<file path="config.mk">
export PLATFORM = sky130hd
export DESIGN_NAME = timebase_gen
export DESIGN_NICKNAME = d
export VERILOG_FILES = /design/src/rtl/timebase_gen.sv
export SDC_FILE = /design/constraint.sdc
export NUM_CORES = 1
export LEC_CHECK = 0
export CORE_MARGIN = 2
export CORE_UTILIZATION = 50
export DETAILED_ROUTE_END_ITERATION = 8
export PLACE_DENSITY = 0.81
export SLEW_MARGIN = 5
export SYNTH_ARGS = -nofsm -noshare
export SYNTH_HDL_FRONTEND = slang
export SYNTH_SLANG_ARGS = --single-unit
</file>
<file path="constraint.sdc">
create_clock -name clk -period 3.85 [get_ports clk]
set_input_delay 0.385 -clock clk [delete_from_list [all_inputs] [get_ports clk]]
set_output_delay 0.385 -clock clk [all_outputs]
set_load 0.1 [all_outputs]
</file>
<file path="src/rtl/timebase_gen.sv">
// timebase_gen: shared millisecond timebase for the frontend.
//   Free-running sub-period counter, wide period (time-tag) counter and a
//   one-cycle period_done strobe. Period length is runtime-programmable
//   (taken at each natural wrap) and the counters can be realigned to an
//   external sync pulse, with drift/lock reporting.
// Ports:
//   clk, rst      : clock, synchronous active-high reset
//   tt_len        : requested period length in clocks (sampled at natural wrap)
//   sync_en       : enables sync realignment
//   sync_in       : single-cycle external sync pulse
//   period_load   : period value loaded on an accepted sync
//   counter       : clocks elapsed in current period (0..len-1)
//   period        : completed-period count
//   period_done   : strobe on first cycle of each new period
//   sync_err      : strobe when an accepted sync missed the boundary
//   drift         : counter value seen at the last accepted sync
//   locked        : last accepted sync landed exactly on the boundary
module timebase_gen #(
  parameter int unsigned CNT_W      = 17,
  parameter int unsigned PERIOD_W   = 48,
  parameter int unsigned CLK_PER_TT = 90000
) (
  input  logic                clk,
  input  logic                rst,
  input  logic [CNT_W-1:0]    tt_len,
  input  logic                sync_en,
  input  logic                sync_in,
  input  logic [PERIOD_W-1:0] period_load,
  output logic [CNT_W-1:0]    counter,
  output logic [PERIOD_W-1:0] period,
  output logic                period_done,
  output logic                sync_err,
  output logic [CNT_W-1:0]    drift,
  output logic                locked
);

  // Reset length obeys the same minimum-of-2 rule as programmed lengths.
  localparam int unsigned RST_LEN = (CLK_PER_TT < 2) ? 2 : CLK_PER_TT;

  logic [CNT_W-1:0] active_len;
  logic [CNT_W-1:0] len_m1;
  logic [CNT_W-1:0] tt_len_clamped;
  logic             sync_acc;
  logic             at_end;

  assign len_m1         = active_len - CNT_W'(1);
  assign tt_len_clamped = (tt_len < CNT_W'(2)) ? CNT_W'(2) : tt_len;
  assign sync_acc       = sync_en & sync_in;
  assign at_end         = (counter == len_m1);

  always_ff @(posedge clk) begin
    if (rst) begin
      counter     <= '0;
      period      <= '0;
      period_done <= 1'b0;
      sync_err    <= 1'b0;
      drift       <= '0;
      locked      <= 1'b0;
      active_len  <= CNT_W'(RST_LEN);
    end else if (sync_acc) begin
      // Realign: active_len deliberately kept; a pending tt_len waits
      // for the next natural wrap.
      counter     <= '0;
      period      <= period_load;
      period_done <= 1'b1;
      drift       <= counter;
      locked      <= at_end;
      sync_err    <= ~at_end;
    end else if (at_end) begin
      counter     <= '0;
      period      <= period + PERIOD_W'(1);
      period_done <= 1'b1;
      sync_err    <= 1'b0;
      active_len  <= tt_len_clamped;
    end else begin
      counter     <= counter + CNT_W'(1);
      period_done <= 1'b0;
      sync_err    <= 1'b0;
    end
  end

endmodule

</file>
# Word level (Yosys, flattened, before mapping)
# Cells that the tools add are included.
# op_classes
addsub,3
magnitude_cmp,1
eq_ne,1
mux,5
n_bitwise,3
reduce_logical,4
# op_table
op,n
48-bit 2-to-1 mux,2
"48-bit by 1-bit adder with 48-bit output, second input constant",1
"17-bit by 1-bit adder with 17-bit output, second input constant",1
17-bit == test,1
"17-bit by 2-bit less-than comparator with 1-bit output, second input constant",1
17-bit 2-to-1 mux,1
"17-bit by 1-bit subtractor with 17-bit output, second input constant",1
3-bit OR reduction,1
1-bit 2-to-1 mux,2
1-bit NOT,2
2-bit AND reduction,1
2-bit nonzero test,1
2-bit OR reduction,1
1-bit AND,1
# totals
ff_bits,102
word_cells,24

# Longest topological paths before layout
# logic_depth
ltp_word,4
depth_mapped,11

# Worst setup path after synthesis
# OpenSTA, ideal clock, no wires.
# synth_timing
path_kind,register to register
start,register period[16]
end,register period[42]
t_arrival_ps,3200
path_slack_ps,526
stages_incl_launch_ff,12
n_path_buf,4
cell_sequence,dfxtp_1 -> clkbuf_1 -> nand4_1 -> nor4_1 -> and2_1 -> clkbuf_1 -> and4_1 -> o21ai_1 -> clkbuf_1 -> clkbuf_1 -> nor4_1 -> nor3_1
# synth_via
elab_chain_len,3
# synth_lines
element,line,text
from (decl),30,"output logic [PERIOD_W-1:0] period,"
from (signal assigned),64,period <= period_load;
from (signal assigned),71,period <= period + PERIOD_W'(1);
48-bit by 1-bit adder with 48-bit output,71,
48-bit 2-to-1 mux,69,end else if (at_end) begin
48-bit 2-to-1 mux,60,end else if (sync_acc) begin
# Every way passes these cells. The select of a mux whose other input is x is not followed.
# A chain may end at the register's enable or synchronous reset.

# Worst setup path in the final report
# layout_timing
start,register active_len[0]
end,register period[15]
# layout_via
elab_chain_len,3
# layout_lines
element,line,text
from (decl),40,logic [CNT_W-1:0] active_len;
from (signal assigned),59,active_len <= CNT_W'(RST_LEN);
from (signal assigned),74,active_len <= tt_len_clamped;
17-bit by 1-bit subtractor with 17-bit output,46,assign len_m1 = active_len - CNT_W'(1);
17-bit == test,49,assign at_end = (counter == len_m1);
2-bit nonzero test (no line),n/a,
# Every way passes these cells.

==> metrics.md <==
| Metric | Value |
|---|---|
| WHS | `0.452 ns` |
| Clock Skew | `about 0.0055 ns` |
| Boundary Pins | `154` |
| Worst Path Arrival | `3.94 ns` |
| Slew headroom | `0.261` |
| Detailed-route wire length per cell | `between 15 and 20 um` |
| Largest area contributor in the netlist | `dfxtp_1` |
| Post_cts resized | `0` |
| CTS tree | `built` |
| Die height | `around 110 um` |
| Net count after synthesis | `between 800 and 900` |
| Layout net count | `between 900 and 1000` |
| Total congestion overflow | `0` |
| Initial Util | `0.509` |
| Pin count of the biggest net entering global routing | `105` |
| # setup viols final | `0` |
| Worst setup EP type | `register` |
| Clk pwr share | `0.348` |
| Psw | `between 0.0008 and 0.0009 W` |
| MaxCap Viol Count | `0` |
| Slowest stage delay, CP | `around 0.65 ns` |
| Critical path cell sequence | `inv_1, ha_1, nor4b_1, and4b_1, xnor2_1, nor4_1, o2111a_1, buf_4, a311oi_1, nor3_1` |
| Share of layout cells above drive strength 1 | `0.0418` |
| Gate Count Post-Synth | `800` |
| Worst-path clk slew | `~0.070 ns` |
| Final instance area | `about 0.0079 mm^2` |
| Clock root cell | `clkbuf_16` |
| Sequential group share of total power | `0.432` |
| Post-synth EDFFs | `0` |
| Post-CTS setup buffer count | `0` |
| Post-synth top cells | `dfxtp_1 (102), nand2_1 (80), nor2_1 (72), clkbuf_1 (58)` |
| Actual slew at the worst max-slew pin | `around 1.1 ns` |
| Core Footprint | `~0.012 mm^2` |
| Syn-to-layout area delta | `30.3%` |
| CTS max path bufs | `2` |
| Std-Cell Rows | `40` |
| Syn. warnings | `0` |
| R2R Setup Slk | `0.18 ns` |
| Setup crit start | `active_len[0]` |
| RSZ-0062 raised after global routing | `false` |
| Max Slew Vio Count | `0` |
| First-pass GRT wire length | `~31000 um` |
| Leakage | `2.66 nW` |
| DP Area | `between 0.007 and 0.008 mm^2` |
| Tcrit/Tclk final | `0.953` |
| CP required | `4.11 ns` |
| Synth area leaders | `dfxtp_1 (34%), nand2_1 (4.9%), nand3_1 (4.4%)` |
| Vias post-DR | `between 6000 and 7000` |
| Hold WC Path Type | `register to register` |
| Crit path max-delay cell type | `o2111a_1` |
| Power Density | `between 300 and 400 mW/mm^2` |
| Dpl hpwl | `roughly 13000 um` |
| Start of the worst register-to-register path | `active_len[0]` |
| Worst Setup EP | `period[15]` |
| Status | `finished clean` |
| Drt pass-1 iters | `7` |
| Hold Fails Final Rpt | `0` |
| Worst R2R End | `period[15]` |
| Register area share after synthesis | `0.335` |
| Num CTS Buffers | `9` |
| Drt total wl | `slightly below 20000 um` |
| Initial antenna violation count | `0` |
| CP max FO | `19` |
| F_max | `about 270 MHz` |
| Fraction of registers with async set/reset | `0` |
| Synth Area per Inst | `between 7 and 8 um^2` |
| Main synth FF type | `dfxtp_1` |
| Yosys top cell area share | `0.335` |
| Synthesized area | `between 0.006 and 0.007 mm^2` |
| Count leader, synth | `dfxtp_1` |
| Post-layout min period | `3.67 ns` |
| Ant. Diodes | `0` |
| Gr usage total | `0.291` |
| Crit start category | `register` |
| Combinational fraction of design power | `0.220` |
| Reg2Reg Depth | `10` |
| Switch share | `0.327` |
| 1st-iter DRT viols | `571` |
| Post-route insts no fill | `about 1100` |
| Placed cells | `around 1000` |
| Fin Setup TNS | `0 ns` |
| Pint | `0.00179 W` |
| Worst skew pair latency | `approximately 0.35 ns` |
| Synth unique cells | `58` |
| Hold_buf cts | `0` |
| Die Wd | `~110 um` |
| Vias in the first global route | `around 6300` |
| H-tree Lvls | `3` |
| Die area | `about 0.013 mm^2` |
| # clock sinks | `a little over 100` |
| Final GP Congestion | `0.904` |
| I/O Buffers | `153` |
| ANT nets after route | `0` |
| #FFs+latches synth | `102` |
| Max IR drop VDD | `approximately 0.26 mV` |
| DR DRC count | `0` |
| CP Class | `register to register` |
| Vias per Instance | `6.39` |
-- power groups by stage --
stage / logic, W / registers, W / clock network, W
2_1_floorplan: 0.000141 / 0.00142 / 0
3_3_place_gp: 0.000573 / 0.00117 / 0
3_5_place_dp: 0.000582 / 0.00117 / 0
4_1_cts: 0.000584 / 0.00115 / 0.000932
5_1_grt: 0.000613 / 0.00115 / 0.000975
6_report: 0.000586 / 0.00115 / 0.000925
-- metrics by stage --
stage,util,setup slack [ns],power (W)
after detailed placement,0.637,0.160,0.00175
after CTS,0.662,0.140,0.00266
after global placement,0.637,0.479,0.00174
after global routing,0.664,0.00776,0.00274
after floorplan,-,0.526,0.00156
final,0.664,0.180,0.00266
-- worst max-delay path: cells and delay by family (launching register included) --
| kind | cells | cell delay, ns |
|---|---|---|
| buffers and inverters | 2 | 0.46 |
| XOR/XNOR | 1 | 0.07 |
| adder cells (fa/ha/maj) | 1 | 0.28 |
| flip-flops | 1 | 0.37 |
| AO/OA/AOI/OAI | 2 | 0.79 |
| AND/OR/NAND/NOR | 4 | 1.61 |
-- flip-flops by register name (all words and copies together) (netlist names) --
| name | count |
|---|---|
| active_len | 17 |
| period_done | 1 |
| period | 48 |
| sync_err | 1 |
| drift | 17 |
| locked | 1 |
| counter | 17 |
-- placed cells by master, fill, tap and decap left out, drive strengths merged, types with 3 or more instances in the layout --
cell	n
a211oi	15
a21oi	26
a311oi	10
a31o	6
a31oi	4
a32oi	11
and2	11
and3	26
and4	8
buf	13
clkbuf	13
clkdlybuf4s50	152
dfxtp	102
ha	3
inv	13
mux2i	10
nand2	80
nand2b	5
nand3	54
nand4	24
nor2	73
nor3	56
nor4	26
nor4b	6
o2111ai	5
o211a	3
o211ai	11
o21ai	47
o311a	7
o31a	6
o31ai	11
or3	6
or4	12
xnor2	18
xor2	17
-- layer usage --
layer  track usage  share of wire  vias up
met3        0.0635          0.069       26
met2         0.488           0.49      293
met1         0.380           0.43     3233
li1              -              -     3198
met5             0              0        -
met4        0.0772          0.016        0
-- worst min-delay path by stage --
stage	startpoint	end	cells past startpoint
2_1_floorplan	active_len[1]	active_len[1]	2
3_3_place_gp	drift[3]	drift[3]	2
3_5_place_dp	locked	locked	2
4_1_cts	locked	locked	2
5_1_grt	drift[12]	drift[12]	2
6_report	locked	locked	2
-- cells by family (layout without fill, tap and decap cells) --
kind of cell / Yosys count / count (layout) / share of synthesized area
buf+inv: 84 / 194 / 0.0542
compound gates: 173 / 173 / 0.202
fa+ha+maj: 3 / 3 / 0.00616
simple gates: 393 / 393 / 0.336
flops: 102 / 102 / 0.335
mux: 10 / 10 / 0.0164
xor+xnor: 35 / 35 / 0.0503
-- area by class of cell --
class / count / area, um^2
Clock buffer: 13 / 250
Fill cell: 1034 / 4020
Multi-Input combinational cell: 614 / 3740
Timing Repair Buffer: 165 / 1630
Sequential cell: 102 / 2040
Tap cell: 147 / 184
Inverter: 13 / 48.8
Clock inverter: 3 / 43.8
Note: power is estimated with default switching activity, not from simulation.
